**src/rtl/zbus_target.sv**
```systemverilog
`default_nettype none
// ============================================================================
// Module   : zbus_target
// Purpose  : Z80 bus responder. Synchronises the Z80 strobes, decodes one I/O
//            port (plus a memory page when ZBUS_MEM_EN is defined) and issues
//            single-cycle register-file read/write strobes.
// Revision : 1.0  initial release
// ============================================================================
module zbus_target #(
   parameter logic [7:0] PORT_LO  = 8'hAB,
   parameter int         REG_BITS = 4
`ifdef ZBUS_MEM_EN
   ,
   parameter logic [7:0] MEM_PAGE = 8'h3F
`endif
) (
   input  logic                clk,
   input  logic                rst,
   input  logic                mreq_n,
   input  logic                iorq_n,
   input  logic                rd_n,
   input  logic                wr_n,
   input  logic [15:0]         a,
   input  logic [7:0]          d_in,
   output logic [7:0]          d_out,
   output logic                d_oe,
   output logic [REG_BITS-1:0] reg_idx,
   output logic [7:0]          reg_wdata,
   output logic                reg_wr,
   output logic                reg_rd,
   input  logic [7:0]          reg_rdata,
   output logic                busy
);

   typedef enum logic [2:0] {
      ST_ARM      = 3'd0,
      ST_IDLE     = 3'd1,
      ST_RD_REQ   = 3'd2,
      ST_RD_DRV   = 3'd3,
      ST_WR       = 3'd4,
      ST_WAIT_REL = 3'd5
   } state_t;

   // Strobe vector order: [0]=wr_n [1]=rd_n [2]=iorq_n [3]=mreq_n.
   // rd/wr reset to "active" so ARM only leaves once a genuine release is seen.
`ifdef ZBUS_MEM_EN
   localparam int c_NSYNC = 4;
   logic [c_NSYNC-1:0] w_strb_raw;
   assign w_strb_raw = {mreq_n, iorq_n, rd_n, wr_n};
`else
   localparam int c_NSYNC = 3;
   logic [c_NSYNC-1:0] w_strb_raw;
   logic               w_unused_bits;
   assign w_strb_raw    = {iorq_n, rd_n, wr_n};
   assign w_unused_bits = ^{mreq_n, a};
`endif
   localparam logic [c_NSYNC-1:0] c_SYNC_RST = {{(c_NSYNC-2){1'b1}}, 2'b00};

   logic [c_NSYNC-1:0]  r_sync1;
   logic [c_NSYNC-1:0]  r_sync2;

   state_t              r_state;
   state_t              w_state_nx;
   logic [7:0]          r_d_out;
   logic [7:0]          w_d_out_nx;
   logic                r_d_oe;
   logic                w_d_oe_nx;
   logic [REG_BITS-1:0] r_reg_idx;
   logic [REG_BITS-1:0] w_reg_idx_nx;
   logic [7:0]          r_reg_wdata;
   logic [7:0]          w_reg_wdata_nx;
   logic                r_reg_wr;
   logic                w_reg_wr_nx;
   logic                r_reg_rd;
   logic                w_reg_rd_nx;

   logic                w_wr_s;
   logic                w_rd_s;
   logic                w_iorq_s;
   logic                w_rd_act;
   logic                w_wr_act;
   logic                w_any_strb;
   logic                w_io_hit;
   logic                w_hit;
   logic                w_cyc;
   logic                w_rd_rel;
   logic [REG_BITS-1:0] w_idx;

   always_ff @(posedge clk) begin
      if (rst) begin
         r_sync1 <= c_SYNC_RST;
         r_sync2 <= c_SYNC_RST;
      end else begin
         r_sync1 <= w_strb_raw;
         r_sync2 <= r_sync1;
      end
   end

   assign w_wr_s     = r_sync2[0];
   assign w_rd_s     = r_sync2[1];
   assign w_iorq_s   = r_sync2[2];
   assign w_rd_act   = ~w_rd_s &  w_wr_s;
   assign w_wr_act   =  w_rd_s & ~w_wr_s;
   assign w_any_strb = ~w_rd_s | ~w_wr_s;
   assign w_io_hit   = ~w_iorq_s & (a[7:0] == PORT_LO);

`ifdef ZBUS_MEM_EN
   logic w_mreq_s;
   logic w_mem_hit;
   logic r_mem_acc;
   logic w_mem_acc_nx;

   assign w_mreq_s  = r_sync2[3];
   assign w_mem_hit = ~w_mreq_s & w_iorq_s & (a[15:8] == MEM_PAGE);
   assign w_hit     = w_io_hit | w_mem_hit;
   assign w_cyc     = ~w_iorq_s | ~w_mreq_s;
   assign w_idx     = w_io_hit ? a[8 +: REG_BITS] : a[REG_BITS-1:0];
   // A memory read is released by /MREQ instead of /IORQ.
   assign w_rd_rel  = w_rd_s | (r_mem_acc ? w_mreq_s : w_iorq_s);

   always_ff @(posedge clk) begin
      if (rst) begin
         r_mem_acc <= 1'b0;
      end else begin
         r_mem_acc <= w_mem_acc_nx;
      end
   end
`else
   assign w_hit    = w_io_hit;
   assign w_cyc    = ~w_iorq_s;
   assign w_idx    = a[8 +: REG_BITS];
   assign w_rd_rel = w_rd_s | w_iorq_s;
`endif

   always_ff @(posedge clk) begin
      if (rst) begin
         r_state     <= ST_ARM;
         r_d_out     <= 8'h00;
         r_d_oe      <= 1'b0;
         r_reg_idx   <= '0;
         r_reg_wdata <= 8'h00;
         r_reg_wr    <= 1'b0;
         r_reg_rd    <= 1'b0;
      end else begin
         r_state     <= w_state_nx;
         r_d_out     <= w_d_out_nx;
         r_d_oe      <= w_d_oe_nx;
         r_reg_idx   <= w_reg_idx_nx;
         r_reg_wdata <= w_reg_wdata_nx;
         r_reg_wr    <= w_reg_wr_nx;
         r_reg_rd    <= w_reg_rd_nx;
      end
   end

   always_comb begin
      w_state_nx     = r_state;
      w_d_out_nx     = r_d_out;
      w_d_oe_nx      = r_d_oe;
      w_reg_idx_nx   = r_reg_idx;
      w_reg_wdata_nx = r_reg_wdata;
      w_reg_wr_nx    = 1'b0;
      w_reg_rd_nx    = 1'b0;
`ifdef ZBUS_MEM_EN
      w_mem_acc_nx   = r_mem_acc;
`endif
      case (r_state)
         ST_ARM: begin
            if (w_rd_s && w_wr_s) begin
               w_state_nx = ST_IDLE;
            end
         end
         ST_IDLE: begin
            // A lone /RD or /WR without /IORQ (or /MREQ) is not a cycle yet.
            if (w_cyc && w_any_strb) begin
               if (w_hit && w_rd_act) begin
                  w_reg_idx_nx = w_idx;
                  w_reg_rd_nx  = 1'b1;
                  w_state_nx   = ST_RD_REQ;
`ifdef ZBUS_MEM_EN
                  w_mem_acc_nx = w_mem_hit;
`endif
               end else if (w_hit && w_wr_act) begin
                  w_reg_idx_nx   = w_idx;
                  w_reg_wdata_nx = d_in;
                  w_state_nx     = ST_WR;
               end else begin
                  w_state_nx = ST_WAIT_REL;
               end
            end
         end
         ST_RD_REQ: begin
            // Register data arrives the cycle after the read strobe.
            if (!r_reg_rd) begin
               w_d_out_nx = reg_rdata;
               w_d_oe_nx  = 1'b1;
               w_state_nx = ST_RD_DRV;
            end
         end
         ST_RD_DRV: begin
            if (w_rd_rel) begin
               w_d_oe_nx  = 1'b0;
               w_state_nx = ST_IDLE;
            end
         end
         ST_WR: begin
            w_reg_wr_nx = 1'b1;
            w_state_nx  = ST_WAIT_REL;
         end
         ST_WAIT_REL: begin
            if (w_rd_s && w_wr_s) begin
               w_state_nx = ST_IDLE;
            end
         end
         default: begin
            w_state_nx = ST_ARM;
         end
      endcase
   end

   assign d_out     = r_d_out;
   assign d_oe      = r_d_oe;
   assign reg_idx   = r_reg_idx;
   assign reg_wdata = r_reg_wdata;
   assign reg_wr    = r_reg_wr;
   assign reg_rd    = r_reg_rd;
   assign busy      = (r_state != ST_IDLE);

endmodule
`default_nettype wire

```
**config.mk**
```make
export PLATFORM = sky130hd
export DESIGN_NAME = zbus_target
export DESIGN_NICKNAME = d
export VERILOG_FILES = /design/src/rtl/zbus_target.sv
export SDC_FILE = /design/constraint.sdc
export NUM_CORES = 1
export LEC_CHECK = 0
export CORE_UTILIZATION = 35
export DETAILED_ROUTE_END_ITERATION = 16
export PLACE_DENSITY = 0.74
export SLEW_MARGIN = 15
export SYNTH_ARGS = -nofsm -noshare
export SYNTH_HDL_FRONTEND = slang
export SYNTH_SLANG_ARGS = --single-unit
```
**constraint.sdc**
```tcl
create_clock -name clk -period 1.55 [get_ports clk]
set_input_delay 0.31 -clock clk [delete_from_list [all_inputs] [get_ports clk]]
set_output_delay 0.31 -clock clk [all_outputs]
set_load 0.1 [all_outputs]
```
After elaboration in Yosys (flattened, before gate mapping) --
Index checks and enable logic that the tools add are counted.
Word-level totals: register bits 32, input bits 38, output and inout bits 24, logic and storage cells 60
Operators by class: eq/ne operators 11, mux-type cells 14, bitwise logic cells 12, reductions and logical operators 14
Operators by type and width (number):
- $mux 3 | 5
- $pmux 3 s5 | 1
- $eq 8x8->1 const B | 1
- $mux 4 | 2
- $reduce_and 4->1 | 2
- $not 1->1 | 7
- $eq 3x2->1 const B | 2
- $eq 3x3->1 const B | 2
- $ne 2x2->1 const B | 3
- $reduce_and 3->1 | 2
- $mux 1 | 5
- $logic_and 1x1->1 | 4
- $reduce_bool 2->1 | 2
- $and 1x1->1 | 3
- $eq 3x1->1 const B | 1
- $logic_not 3->1 | 1
- $ne 3x1->1 const B | 1
- $reduce_or 3->1 | 1
- $ne 2x1->1 const B | 1
- $or 1x1->1 | 2
- $pmux 1 s2 | 1
- $reduce_and 2->1 | 1
- $reduce_or 2->1 | 1

Depth between registers and ports, before layout --
Gate-level depths: netlist (run 1).
depth after elaboration 7, mapped depth 6, depth with buffers taken out 5

Worst setup path after synthesis (run 1) --
Ideal clock, no wire load.
path type register -> register, from reg r_state[1], to reg r_reg_wdata[7], in the netlist reg_wdata[7], library setup time 0.128 ns, arrival time 1.705 ns, data required time 1.422 ns, slack -0.283 ns, cell stages (with the launch flop) 7, path buffers 1, period minus slack after synthesis 1.833 ns, cells stage by stage dfxtp_1 -> or3b_4 -> nor4_2 -> nand3b_1 -> buf_4 -> mux2i_1 -> nor2_1
Between the ends: cells in the longest elaborated chain, start to end 2
RTL lines:
- from (decl) | line 62 | state_t r_state;
- from (signal assigned) | line 145 | r_state <= w_state_nx;
- $eq 3x1->1 | line 166 | case (r_state)
- $reduce_and 4->1 (no source line)
- to (signal assigned) | line 149 | r_reg_wdata <= w_reg_wdata_nx;
- to (decl) | line 70 | logic [7:0] r_reg_wdata;
Every way passes these cells. A chain may end at the register's enable or synchronous reset.

Worst setup path after layout (run 1) --
from reg r_state[0], to out busy
Between the ends: cells in the longest elaborated chain, start to end 1
RTL lines:
- $ne 3x1->1 | line 226 | assign busy = (r_state != ST_IDLE);
- to (decl) | line 32 | output logic busy
Every way passes these cells.

==> flow_summary.json, run 1 <==
{
  "dp_slack_ns": -0.669,
  "grt_pass1_wl_um": 5040,
  "timing.rr.start": "r_state[0]",
  "drive_gt1_share_pct": 30.9,
  "die_w_um": 61.6,
  "place_inst": 244,
  "report.final.hold_viol_count": 0,
  "crit_type": "flip-flop to output port",
  "rsz0062_at_grt": "true",
  "busiest_layer": "met2",
  "maxCapViolCount": 0,
  "yosys_warnings": 0,
  "cp-start-kind": "flip-flop",
  "avgRoutedWirePerCell_um": 13.6,
  "cts_tree": "done",
  "num_vias": 1242,
  "die_h_um": 61.6,
  "place_hpwl_um": 2520,
  "syn_area_um2": 1240,
  "n_fill_cell": 280,
  "drc": 0,
  "ios": 62,
  "worstSkewPairLatency_ns": 0.34,
  "syn2layout_area_growth_pct": 87.3,
  "htree_levels": 2,
  "detail-route-antenna-nets": 0,
  "violations": "negative setup slack",
  "fin_crit_ns": 1.71,
  "drt-pass1-iter-count": 5,
  "grt_pass1_vias": 1224,
  "initial_core_util_pct": 36.9,
  "clkTransAtPathRegs_ns": 0.11,
  "register_area_um2": 646,
  "die-area_um2": 3790,
  "core_area_um2": 3360,
  "nNetsFinal": 244,
  "crit_required_ns": 1.24,
  "worstMarginPinSlew_ns": 0.370,
  "critical_path.startpoint": "r_state[0]",
  "grtUsageMet1_pct": 18.0,
  "cts_buffer_depth": 2,
  "max_slew_margin_pct": 75.1,
  "fin_worst_skew_ns": 0.0195,
  "drtIter0Drc": 50,
  "ys_ff_latch": 32,
  "vdd_ir_drop_max_mv": 0.413,
  "root_buffer": "clkbuf_4",
  "tns_ns": -0.224,
  "antenna_cells": 0,
  "cp_max_fo": 3,
  "leakage_uw": 0.000971,
  "cts_hold_repair.buffers": 0,
  "timing.final.ws_setup_ns": -0.155,
  "slew_violations": 0,
  "gp_congestion": 0.839,
  "crit_slowest_cell": "or3b_4",
  "end_kind": "output port",
  "p_per_area_nw_per_um2": 634,
  "yosysSeqAreaShare_pct": 51.6,
  "yosysUniqueCellTypes": 27,
  "clkSinkCount": 32,
  "grtUsageMet3_pct": 8.82,
  "grt_usage_pct": 18.8,
  "crit_path_max_incr_delay_ns": 0.41,
  "crit_chain": "or3b_4 > buf_6 > buf_12",
  "finalSetupViolations": 7,
  "multiInputGateArea_um2": 636,
  "avgSynthCellArea_um2": 9.27,
  "max_freq_mhz": 586,
  "met2_usage_pct": 32.7,
  "grt_max_degree": 18,
  "hp-class": "flip-flop to flip-flop",
  "io_buffers": 56,
  "hold_start": "r_sync1[2]",
  "finalWirelength_um": 3440,
  "numCtsBuffers": 5,
  "overflow": 0,
  "syn-instance-count": 134,
  "cp.arrival_ns": 1.40,
  "antenna_found_initial": 0,
  "period_share_pct": 110,
  "synth_fp_nets": 172,
  "rows": 21,
  "outcome": "finished, violations left",
  "stdcell_count": 253,
  "via_per_inst": 4.91
}
## metal layers
layer | routed length, um | vias to the layer above
met5 | 0 | -
met4 | 104 | 0
met3 | 218 | 14
met2 | 1830 | 54
met1 | 1290 | 575
li1 | - | 599
## power by group
group          leakage [uW]  total, uW  switching (uW)  internal, uW
logic              0.000673        129            38.0          90.7
clock network     0.0000380        510             294           216
registers          0.000260        837            7.30           830
## worst max-delay path: cells and delay by family, from the launching register on
kind,cells,cell delay (ns)
DFF,1,0.35
buffers and inverters,2,0.29
and+or+nand+nor,1,0.41
## cells in the mapped netlist
library cell   n  area share (%)
nand3b_1       3             1.8
clkbuf_1       4             1.2
or2_2          2             1.0
dfxtp_1       32              52
a311oi_1       1            0.71
buf_2          1            0.40
or4bb_1        1            0.91
mux2i_1       13              10
buf_4          1            0.60
nand2_1       19             5.7
nand3_1        1            0.40
a22oi_1        1            0.60
or3_1          1            0.50
nor4_2         1             1.0
nand2b_1       6             3.0
nor4_1         1            0.50
inv_1          1            0.30
o21ai_0        1            0.40
a211oi_1       1            0.60
nor2_1        15             4.5
or3b_4         1            0.91
or3b_2         2             1.4
o211ai_1       2             1.2
nor2b_1        6             3.0
xor2_1         1            0.71
nor3_1         4             1.6
a21oi_1       12             4.8
## placed cells by master (no fill, tap or decap), types with 2 or more instances in the layout
cell / n
a21oi_1: 10
or2_2: 2
buf_12: 24
clkdlybuf4s15_1: 3
nor2_1: 15
buf_4: 12
dfxtp_1: 28
buf_6: 3
mux2i_1: 13
clkinv_2: 2
o211ai_1: 2
clkdlybuf4s50_1: 28
nand2b_1: 5
or3b_4: 3
clkbuf_4: 5
nand3b_1: 3
dfxtp_2: 4
nor2b_1: 6
nor3_1: 4
nand2_1: 18
## state kept, by name, indices dropped and copies added (netlist names)
register,cells
d_out,8
reg_wdata,8
reg_idx,4
r_state,3
r_sync1,3
r_sync2,3
d_oe,1
reg_rd,1
reg_wr,1
## cells by family (layout without fill, tap and decap cells)
family / count (synthesis) / after routing / share of synthesized area [%]
compound gates: 18 / 18 / 8.36
xor+xnor: 1 / 1 / 0.705
buf+inv: 7 / 80 / 2.52
flops: 32 / 32 / 51.6
mux: 13 / 13 / 10.5
simple gates: 63 / 63 / 26.4
## path summary, 6_finish.rpt
| check | end | slack, ns | cells past startpoint |
|---|---|---|---|
| worst min register to register | r_sync2[2] | 0.42 | 1 |
| worst max-delay path | busy | -0.16 | 3 |
| worst max register to register | r_state[0] | -0.02 | 5 |
| worst min-delay path | r_sync2[2] | 0.42 | 1 |
## timing repair
item / in CTS / in global routing
cloned: 0 / 0
pin swaps: 5 / 8
gates resized for setup: 12 / 10
endpoints found under the setup margin: 18 / 24
buffers inserted: 1 / 0
## final cells by class
class / count / share of cell area, %
Timing Repair Buffer: 71 / 39.7
Sequential cell: 32 / 27.7
Multi-Input combinational cell: 95 / 27.3
Tap cell: 46 / 2.47
Clock buffer: 6 / 2.20
Clock inverter: 2 / 0.430
Inverter: 1 / 0.161
## through the flow
stage	instance area (um^2)	utilization, %	power [uW]	hold WS (ns)
3_5_place_dp	2190	65.2	981	0.398
6_report	2330	69.2	1480	0.416
5_1_grt	2330	69.2	1550	0.445
3_3_place_gp	2190	65.2	977	0.391
2_1_floorplan	1260	-	884	0.382
4_1_cts	2280	67.9	1480	0.420
No activity file was read; power rests on OpenSTA's default activity.
==> run 2: changes to the inputs <==
--- a/config.mk
+++ b/config.mk
@@ -7,2 +7,3 @@
 export LEC_CHECK = 0
+export CAP_MARGIN = 20
 export CORE_UTILIZATION = 35
--- a/constraint.sdc
+++ b/constraint.sdc
@@ -3,2 +3,2 @@
 set_output_delay 0.31 -clock clk [all_outputs]
-set_load 0.1 [all_outputs]
+set_load 0.02 [all_outputs]
==> flow_summary.json, run 2 (synthesis results as in run 1) <==
{
  "clkSinkCount": 32,
  "num_vias": 1179,
  "slew_violations": 0,
  "grt_usage_pct": 18.4,
  "die_h_um": 61.6,
  "fin_worst_skew_ns": 0.00948,
  "worst_r2r_endpoint": "reg_idx[1]",
  "cp.arrival_ns": 1.81,
  "stdcell_count": 250,
  "crit_slowest_cell": "or4bb_4",
  "drtIter0Drc": 43,
  "overflow": 0,
  "worstMarginPinSlew_ns": 0.407,
  "initial_core_util_pct": 36.9,
  "crit_type": "input port to flip-flop",
  "rrSetupSlack_ns": -0.01,
  "cts_tree": "done",
  "max_slew_margin_pct": 72.8,
  "grt_pass1_vias": 1197,
  "end_kind": "flip-flop",
  "multiInputGateArea_um2": 619,
  "fin_crit_ns": 1.58,
  "crit_path_max_incr_delay_ns": 0.56,
  "report.final.hold_viol_count": 0,
  "timing.rr.start": "r_state[2]",
  "maxCapViolCount": 0,
  "avgRoutedWirePerCell_um": 13.0,
  "grt_pass1_wl_um": 4980,
  "die-area_um2": 3790,
  "cp_max_fo": 4,
  "nNetsFinal": 242,
  "drc": 0,
  "htree_levels": 2,
  "register_area_um2": 646,
  "antenna_found_initial": 0,
  "r2r_cells": 5,
  "die_w_um": 61.6,
  "rows": 21,
  "critical_path.startpoint": "a[2]",
  "place_inst": 242,
  "finalSetupViolations": 5,
  "rsz0062_at_grt": "true",
  "max_freq_mhz": 632,
  "syn2layout_area_growth_pct": 60.1,
  "finalWirelength_um": 3250,
  "numCtsBuffers": 5,
  "drt-pass1-iter-count": 4,
  "detail-route-antenna-nets": 0,
  "crit_required_ns": 1.78,
  "clkTransAtPathRegs_ns": 0.10,
  "place_hpwl_um": 2380,
  "drive_gt1_share_pct": 19.6,
  "cts_hold_repair.buffers": 0,
  "io_buffers": 56,
  "antenna_cells": 0,
  "final_cell_mix": "28 x dfxtp_1, 28 x clkdlybuf4s50_1, 23 x dlygate4sd2_1, 18 x nand2_1, 15 x nor2_1",
  "grt_max_degree": 13,
  "root_buffer": "clkbuf_4",
  "timing.final.ws_setup_ns": -0.0314,
  "leakage_uw": 0.000934,
  "endpoint": "reg_idx[1]",
  "p_per_area_nw_per_um2": 706,
  "final_util_pct": 59.2,
  "ios": 62,
  "hp-class": "flip-flop to flip-flop",
  "core_area_um2": 3360,
  "outcome": "finished, violations left",
  "gp_congestion": 0.885,
  "cp-start-kind": "input port",
  "via_per_inst": 4.72,
  "vdd_ir_drop_max_mv": 0.429,
  "violations": "negative setup slack",
  "period_share_pct": 102,
  "worstSkewPairLatency_ns": 0.34,
  "n_fill_cell": 330,
  "crit_chain": "buf_6 > or4bb_4 > nor4_4 > nand3b_1 > mux2i_1 > nor2_1",
  "cts_buffer_depth": 2
}
## run 2: worst min path at each step
stage | from | endpoint | slack, ns | cells after the start
3_3_place_gp | r_sync1[2] | r_sync2[2] | 0.39 | 1
3_5_place_dp | r_sync1[2] | r_sync2[2] | 0.40 | 1
2_1_floorplan | rst | r_sync2[0] | 0.38 | 1
4_1_cts | r_sync1[2] | r_sync2[2] | 0.42 | 1
6_report | r_sync1[2] | r_sync2[2] | 0.42 | 1
5_1_grt | r_sync1[2] | r_sync2[2] | 0.46 | 1
## run 2: power breakdown
group	leakage, uW	internal [uW]	switching (uW)
sequential	0.000260	829	5.45
clock	0.0000281	167	275
combinational	0.000646	89.5	38.4
total	0.000934	1090	319
## run 2: layout make-up
cell class | count | area share, %
Clock inverter | 1 | 0.252
Timing Repair Buffer | 69 | 31.0
Inverter | 1 | 0.189
Sequential cell | 32 | 32.5
Clock buffer | 6 | 2.08
Tap cell | 46 | 2.89
Multi-Input combinational cell | 95 | 31.1
## run 2: metal layers
layer  part of all wire [%]  track usage, %  wire, um
met5                      0               0         0
met4                    2.1            9.52        68
met3                    5.7            5.25       185
met2                     53            32.7      1720
met1                     39            19.7      1270
## run 2: through the flow
stage | hold WS (ns) | worst slack [ns] | setup TNS, ns | total power [uW] | cell area [um^2]
5_1_grt | 0.457 | -0.108 | -0.856 | 1460 | 1990
3_3_place_gp | 0.393 | -0.593 | -8.77 | 976 | 1930
2_1_floorplan | 0.382 | -0.0825 | -0.992 | 881 | 1260
6_report | 0.418 | -0.0314 | -0.118 | 1400 | 1990
3_5_place_dp | 0.400 | -0.655 | -9.43 | 979 | 1930
4_1_cts | 0.421 | -0.0312 | -0.123 | 1410 | 1980
## run 2: timing repair
item,4_1_cts,5_1_grt
pin swaps,3,7
setup endpoints to repair,40,17
gates resized for setup,46,6
setup buffers,1,0
endpoints found under the hold margin,0,0
## run 2: worst max-delay path: cells and delay by family
family	cells	cell delay [ns]
simple gates	4	1.19
mux	1	0.22
buf+inv	1	0.09
==> run 3: changes to the inputs <==
- ABC_AREA: not set -> 0
==> results of run 3 <==
The final DEF is identical to that of run 2; final timing and power are the same.
